===== src/rtl/seg_pkg.sv =====
// Shared definitions for the 7-segment scan controller.
//  - SEG_LUT : hex nibble -> active-high segments {g,f,e,d,c,b,a}
//  - SEG_OFF : value that turns every segment (and dp) off on the active-low bus
//  - scan_state_t : scan FSM states
package seg_pkg;

    localparam logic [7:0] SEG_OFF = 8'hFF;

    // Index is the nibble value; bit 0 = segment a ... bit 6 = segment g.
    localparam logic [6:0] SEG_LUT [16] = '{
        7'h3F, 7'h06, 7'h5B, 7'h4F,
        7'h66, 7'h6D, 7'h7D, 7'h07,
        7'h7F, 7'h6F, 7'h77, 7'h7C,
        7'h39, 7'h5E, 7'h79, 7'h71
    };

    // BLANK: all digits off (anti-ghosting gap); DRIVE: current digit lit.
    typedef enum logic {
        BLANK = 1'b0,
        DRIVE = 1'b1
    } scan_state_t;

endpackage


===== src/rtl/hex_seg_decode.sv =====
// Purely combinational hex to 7-segment decoder.
// Ports:
//  i_nibble  in  4  hex digit
//  o_seg     out 7  active-high segments {g,f,e,d,c,b,a}
module hex_seg_decode
    import seg_pkg::*;
(
    input  logic [3:0] i_nibble,
    output logic [6:0] o_seg
);

    assign o_seg = SEG_LUT[i_nibble];

endmodule


===== src/rtl/seg_scan_ctrl.sv =====
// Time-multiplexed scan controller for DIGITS common-anode digits sharing one
// active-low segment bus. Each digit slot lasts TICK_CYCLES clocks, of which
// the first BLANK_CYCLES keep every digit off to avoid ghosting. New display
// contents are captured into a shadow register on 'load' and only copied to
// the display registers at a frame boundary, so a frame never tears.
//
// Handshake: 'load' is a single-cycle strobe with no back-pressure; it is
// always accepted. update_pending stays high from the edge after a load until
// the frame boundary that makes the shadow visible.
//
// Ports:
//  clk             in   1          system clock
//  rst             in   1          synchronous, active-high reset
//  value_in        in   4*DIGITS   hex nibbles, digit d = value_in[4d+3:4d]
//  dp_in           in   DIGITS     decimal point per digit, 1 = lit
//  blank_in        in   DIGITS     1 = digit dark for its whole slot
//  load            in   1          capture value/dp/blank into the shadow
//  update_pending  out  1          shadow captured, not yet displayed
//  frame_done      out  1          high during the frame-boundary cycle
//  io_sel          out  DIGITS     digit enables, active-low
//  io_seg          out  8          {dp,g,f,e,d,c,b,a}, active-low
//  o_dbg_state     out  1          current scan FSM state
module seg_scan_ctrl
    import seg_pkg::*;
#(
    parameter int DIGITS       = 4,
    parameter int TICK_CYCLES  = 100000,
    parameter int BLANK_CYCLES = 1000
) (
    input  logic                  clk,
    input  logic                  rst,
    input  logic [4*DIGITS-1:0]   value_in,
    input  logic [DIGITS-1:0]     dp_in,
    input  logic [DIGITS-1:0]     blank_in,
    input  logic                  load,
    output logic                  update_pending,
    output logic                  frame_done,
    output logic [DIGITS-1:0]     io_sel,
    output logic [7:0]            io_seg,
    output scan_state_t           o_dbg_state
);

    localparam int CW = $clog2(TICK_CYCLES);
    localparam int IW = $clog2(DIGITS);

    localparam logic [CW-1:0] CNT_LAST   = CW'(TICK_CYCLES - 1);
    localparam logic [CW-1:0] BLANK_LAST = CW'(BLANK_CYCLES - 1);
    localparam logic [IW-1:0] IDX_LAST   = IW'(DIGITS - 1);

    scan_state_t          r_state;
    logic [CW-1:0]        r_cnt;
    logic [IW-1:0]        r_idx;

    logic [4*DIGITS-1:0]  r_sh_value;
    logic [DIGITS-1:0]    r_sh_dp;
    logic [DIGITS-1:0]    r_sh_blank;
    logic                 r_pending;

    logic [4*DIGITS-1:0]  r_disp_value;
    logic [DIGITS-1:0]    r_disp_dp;
    logic [DIGITS-1:0]    r_disp_blank;

    logic [DIGITS-1:0]    r_sel;
    logic [7:0]           r_seg;
    logic                 r_frame_done;

    scan_state_t          w_state_nx;
    logic [CW-1:0]        w_cnt_nx;
    logic [IW-1:0]        w_idx_nx;
    logic                 w_boundary;
    logic                 w_boundary_nx;
    logic [3:0]           w_nibble;
    logic [6:0]           w_seg7;

    // ---------------------------------------------------------------
    // Scan FSM: next state, slot counter and digit index
    // ---------------------------------------------------------------
    always_comb begin
        w_state_nx = r_state;
        w_idx_nx   = r_idx;
        w_cnt_nx   = (r_cnt == CNT_LAST) ? '0 : r_cnt + CW'(1);
        case (r_state)
            BLANK: begin
                if (r_cnt == BLANK_LAST) begin
                    w_state_nx = DRIVE;
                end
            end
            DRIVE: begin
                if (r_cnt == CNT_LAST) begin
                    w_state_nx = BLANK;
                    w_idx_nx   = (r_idx == IDX_LAST) ? '0 : r_idx + IW'(1);
                end
            end
            default: w_state_nx = BLANK;
        endcase
    end

    // This cycle ends the frame: last cycle of the last digit's DRIVE.
    assign w_boundary = (r_state == DRIVE) && (r_cnt == CNT_LAST) && (r_idx == IDX_LAST);

    // Look-ahead of w_boundary so the registered frame_done lines up with the
    // boundary cycle itself.
    assign w_boundary_nx = (w_state_nx == DRIVE) && (w_cnt_nx == CNT_LAST) &&
                           (w_idx_nx == IDX_LAST);

    always_ff @(posedge clk) begin
        if (rst) begin
            r_state <= BLANK;
            r_cnt   <= '0;
            r_idx   <= '0;
        end else begin
            r_state <= w_state_nx;
            r_cnt   <= w_cnt_nx;
            r_idx   <= w_idx_nx;
        end
    end

    // ---------------------------------------------------------------
    // Shadow and display registers
    // ---------------------------------------------------------------
    always_ff @(posedge clk) begin
        if (rst) begin
            r_sh_value   <= '0;
            r_sh_dp      <= '0;
            r_sh_blank   <= '0;
            r_pending    <= 1'b0;
            r_disp_value <= '0;
            r_disp_dp    <= '0;
            r_disp_blank <= '0;
        end else if (load && w_boundary) begin
            // Load on the boundary itself: bypass the shadow, nothing left pending.
            r_sh_value   <= value_in;
            r_sh_dp      <= dp_in;
            r_sh_blank   <= blank_in;
            r_disp_value <= value_in;
            r_disp_dp    <= dp_in;
            r_disp_blank <= blank_in;
            r_pending    <= 1'b0;
        end else begin
            if (w_boundary && r_pending) begin
                r_disp_value <= r_sh_value;
                r_disp_dp    <= r_sh_dp;
                r_disp_blank <= r_sh_blank;
                r_pending    <= 1'b0;
            end
            if (load) begin
                r_sh_value <= value_in;
                r_sh_dp    <= dp_in;
                r_sh_blank <= blank_in;
                r_pending  <= 1'b1;
            end
        end
    end

    // ---------------------------------------------------------------
    // Output registers, computed from the next scan position so the pins
    // change on the same edge as the FSM. The display regs only change on
    // the edge into BLANK, so the current copy is valid for any DRIVE slot.
    // ---------------------------------------------------------------
    assign w_nibble = r_disp_value[{w_idx_nx, 2'b00} +: 4];

    hex_seg_decode u_decode (
        .i_nibble (w_nibble),
        .o_seg    (w_seg7)
    );

    always_ff @(posedge clk) begin
        if (rst) begin
            r_sel        <= '1;
            r_seg        <= SEG_OFF;
            r_frame_done <= 1'b0;
        end else begin
            r_frame_done <= w_boundary_nx;
            if (w_state_nx == DRIVE && !r_disp_blank[w_idx_nx]) begin
                r_sel <= ~(DIGITS'(1) << w_idx_nx);
                r_seg <= ~{r_disp_dp[w_idx_nx], w_seg7};
            end else begin
                r_sel <= '1;
                r_seg <= SEG_OFF;
            end
        end
    end

    assign io_sel         = r_sel;
    assign io_seg         = r_seg;
    assign frame_done     = r_frame_done;
    assign update_pending = r_pending;
    assign o_dbg_state    = r_state;

endmodule


===== config.mk =====
export PLATFORM = sky130hd
export DESIGN_NAME = seg_scan_ctrl
export DESIGN_NICKNAME = d
export VERILOG_FILES = /design/src/rtl/seg_pkg.sv /design/src/rtl/hex_seg_decode.sv /design/src/rtl/seg_scan_ctrl.sv
export SDC_FILE = /design/constraint.sdc
export NUM_CORES = 1
export LEC_CHECK = 0
export CELL_PAD_IN_SITES_DETAIL_PLACEMENT = 1
export CELL_PAD_IN_SITES_GLOBAL_PLACEMENT = 1
export CORE_MARGIN = 1.5
export CORE_UTILIZATION = 43
export CTS_CLUSTER_DIAMETER = 200
export CTS_CLUSTER_SIZE = 16
export DETAILED_ROUTE_END_ITERATION = 6
export GPL_TIMING_DRIVEN = 0
export PLACE_DENSITY = 0.8
export SLEW_MARGIN = 10
export SYNTH_ARGS = -nofsm -noshare
export SYNTH_HDL_FRONTEND = slang
export SYNTH_SLANG_ARGS = --single-unit

===== constraint.sdc =====
create_clock -name clk -period 3.35 [get_ports clk]
set_input_delay 0.67 -clock clk [delete_from_list [all_inputs] [get_ports clk]]
set_output_delay 0.67 -clock clk [all_outputs]
set_load 0.02 [all_outputs]

==> impl_metrics.toml <==
[setup_path]
crit_path_frequent_cell = "ha_1"
slowest_delay_ns = 0.43
startpoint_type = "flop"
r2r_cells = 12
cp.depth = 12
critPathTopFamily = "simple AND/OR/NAND/NOR gates"
arrival_ns = 3.34
path_cells = "ha_1 -> and4_1 -> nand4_1 -> nor4_4 -> nor2_2 -> a32o_2 -> inv_2 -> ha_1 -> inv_1 -> mux2i_1 -> nor2_1 -> o21ai_1"
crit_slowest_cell = "dfxtp_1"
endpoint_kind = "flop"
worst_ep_required_time_ns = 3.63
worstPathMaxFanout = 6
cp_num_buf_inv = 2
path_class = "flop to flop"

[final_layout]
postLayoutCoreUtil_pct = 53.9
finish.net_count = 482
synthToLayoutAreaGrowth_pct = 19.8
drive_above_1_share_pct = 10.6
nFillCells = 982
diodes = 0

[logic_synthesis]
synthFlopType = "dfxtp_1"
synthCells = 397
mappedNetlistArea_sq_mm = 0.00375
synth_area_leader_cell = "dfxtp_1"
synth_edf_count = 0
syn_nets = 431
yosysMostFrequentCell = "dfxtp_1"
ys_ff_latch = 82
yosys_warnings = 0
synth_top_cell_area_share_pct = 43.7
syn_avg_cell_area_sq_um = 9.45
ys_seq_area_share_pct = 43.7
synthArstFlopShare_pct = 0
synth_area_leaders = "dfxtp_1, nor2_1, mux2i_1"
synth.top_cells.by_count = "dfxtp_1, nor2_1, nand2_1, mux2i_1"
yosysUniqueCellTypes = 69

[drt]
drtPass1Iterations = 4
wl_mm = 9.55
wl_per_cell_microns = 17.1
vias = 3089
drt-initial-drc-count = 109
avgViaCountPerCell = 5.54
drc = 0
ant_nets = 0

[clock_tree]
clock_latency_ns = 0.36
cts_num_sinks = 82
cts_htree_levels = 3
cts_tree = "built"
cts.repair.resized = 0
clkTransAtPathRegs_ns = 0.08
postCtsHoldBufs = 0
clockRootBuffer = "clkbuf_8"
cts_setup_buffers = 0
clock_path_buffers = 2
numCtsBuffers = 9

[die]
io_pins = 42
start_util_pct = 45.0
fp.dieW_microns = 96.4
rows = 33
die_h_microns = 96.4
die_area_sq_mm = 0.00930
core_region_area_sq_mm = 0.00834

[hold_path]
hp-class = "flop to flop"
min_delay_path_depth = 2

[sta]
worst-slew-pin-transition_ns = 0.814
fmax_mhz = 327
fin_skew_ns = 0.0160
tns_ns = 0
hold_viol_final = 0
period_needed_ns = 3.06
fin_crit_sh_pct = 91.4
relSlewSlack_pct = 45.7
setup_viol = 0
rsz0062_at_grt = "no"
final_max_slew_viol_count = 0

[placement]
place_congestion = 0.811
dpl.hpwl_mm = 6.96
placement.io_buffers = 40

[grt]
grt_max_degree = 16
grt_pass1_wl_mm = 15.5
grt_pass1_vias = 3078
grt_overflow = 0
grt_antenna_before_repair = 0
grt_usage_pct = 22.0

[power]
cellLeakagePower_nw = 1.60
swShare_pct = 24.2
comb_power_share_pct = 5.7
power_density_mw_per_mm2 = 417
p_sw_w = 0.000454
ir_drop_mv = 0.228
clkPwrFrac_pct = 40.6
seq_power_share_pct = 53.7
power.internal_w = 0.00142

[job]
drv_cap = 0

[outcome]
status = "complete, no violations"
cell type report:
type | count | area, sq um | share of cell area, %
Inverter | 14 | 52.6 | 1.17
Tap cell | 105 | 131 | 2.92
Multi-Input combinational cell | 283 | 1970 | 43.7
Buffer | 18 | 92.6 | 2.06
Sequential cell | 82 | 1640 | 36.5
Timing Repair Buffer | 40 | 400 | 8.91
Clock inverter | 6 | 72.6 | 1.61
Clock buffer | 10 | 138 | 3.06
stage by stage:
stage                     power [W]  hold slack (ns)  setup WS, ns  cells  area, sq um
final                       0.00187            0.460         0.288    558         4490
after global routing        0.00194            0.490        0.0337    558         4490
after CTS                   0.00189            0.467         0.340    558         4490
after detailed placement    0.00114            0.456         0.371    542         4280
after global placement      0.00113            0.441         0.480    542         4280
after floorplan             0.00108            0.427         0.744    397         3750
per-layer routing:
metal / GRT usage, % / up-vias / routed length (microns)
met3: 4.54 / 7 / 262
met2: 38.1 / 44 / 4770
met4: 5.68 / 0 / 65
li1: - / 1519 / -
met1: 27.8 / 1519 / 4450
met5: 0 / - / 0
kinds of logic (layout without fill, tap and decap cells):
logic type / count (synthesis) / count (layout) / share of synthesized area, %
DFF: 82 / 82 / 43.7
xor gates and xnor gates: 14 / 14 / 3.27
buffers and inverters: 32 / 88 / 3.87
adders and majority gates: 7 / 7 / 2.33
and+or+nand+nor: 157 / 157 / 21.4
AOI/OAI and AO/OA: 78 / 78 / 17.4
muxes: 27 / 27 / 7.97
state kept, by name, indices dropped and copies added (netlist names):
signal / count
io_seg: 8
r_disp_dp: 4
io_sel: 4
o_dbg_state: 1
r_disp_value: 16
r_cnt: 17
r_sh_dp: 4
r_sh_blank: 4
r_disp_blank: 4
r_sh_value: 16
frame_done: 1
update_pending: 1
r_idx: 2
worst reg2reg max path: cells and delay by family (launching register included):
family / cells / cell delay, ns
and+or+nand+nor: 5 / 1.27
adders and majority gates: 2 / 0.51
AOI/OAI and AO/OA: 2 / 0.46
DFF: 1 / 0.43
buffers and inverters: 2 / 0.19
muxes: 1 / 0.16
final timing paths:
kind	slack, ns	end	startpoint
min reg2reg	0.46	r_disp_value[7]	r_disp_value[7]
min	0.46	r_disp_value[7]	r_disp_value[7]
max reg2reg	0.29	io_seg[3]	r_cnt[0]
max	0.29	io_seg[3]	r_cnt[0]
power by group through the flow:
| stage | logic [W] | registers, W | clock network (W) |
|---|---|---|---|
| finish | 0.000107 | 0.00101 | 0.000761 |
| global route | 0.000118 | 0.00101 | 0.000814 |
| CTS | 0.000109 | 0.00101 | 0.000775 |
| detailed placement | 0.000108 | 0.00103 | 0 |
| global placement | 0.000103 | 0.00103 | 0 |
| floorplan | 0.0000550 | 0.00103 | 0 |
placed cells by master, fill, tap and decap left out, drive strengths merged, types with 2 or more instances in the layout:
cell type / count
clkbuf: 19
o221ai: 12
a32oi: 2
nand2b: 4
ha: 7
nor4: 5
and3: 5
clkdlybuf4s50: 40
inv: 16
a21oi: 13
nand2: 30
xnor2: 6
xor2: 8
nand3b: 2
nand4: 5
nor2: 73
o22ai: 2
clkinv: 2
or3: 2
and2: 4
and4: 2
nor3: 2
o32ai: 2
o21ai: 12
o32a: 3
dfxtp: 82
a211oi: 14
a32o: 2
buf: 9
a31oi: 2
a21boi: 6
nand3: 15
mux4: 2
mux2i: 25
Note: power is estimated with default switching activity, not from simulation.
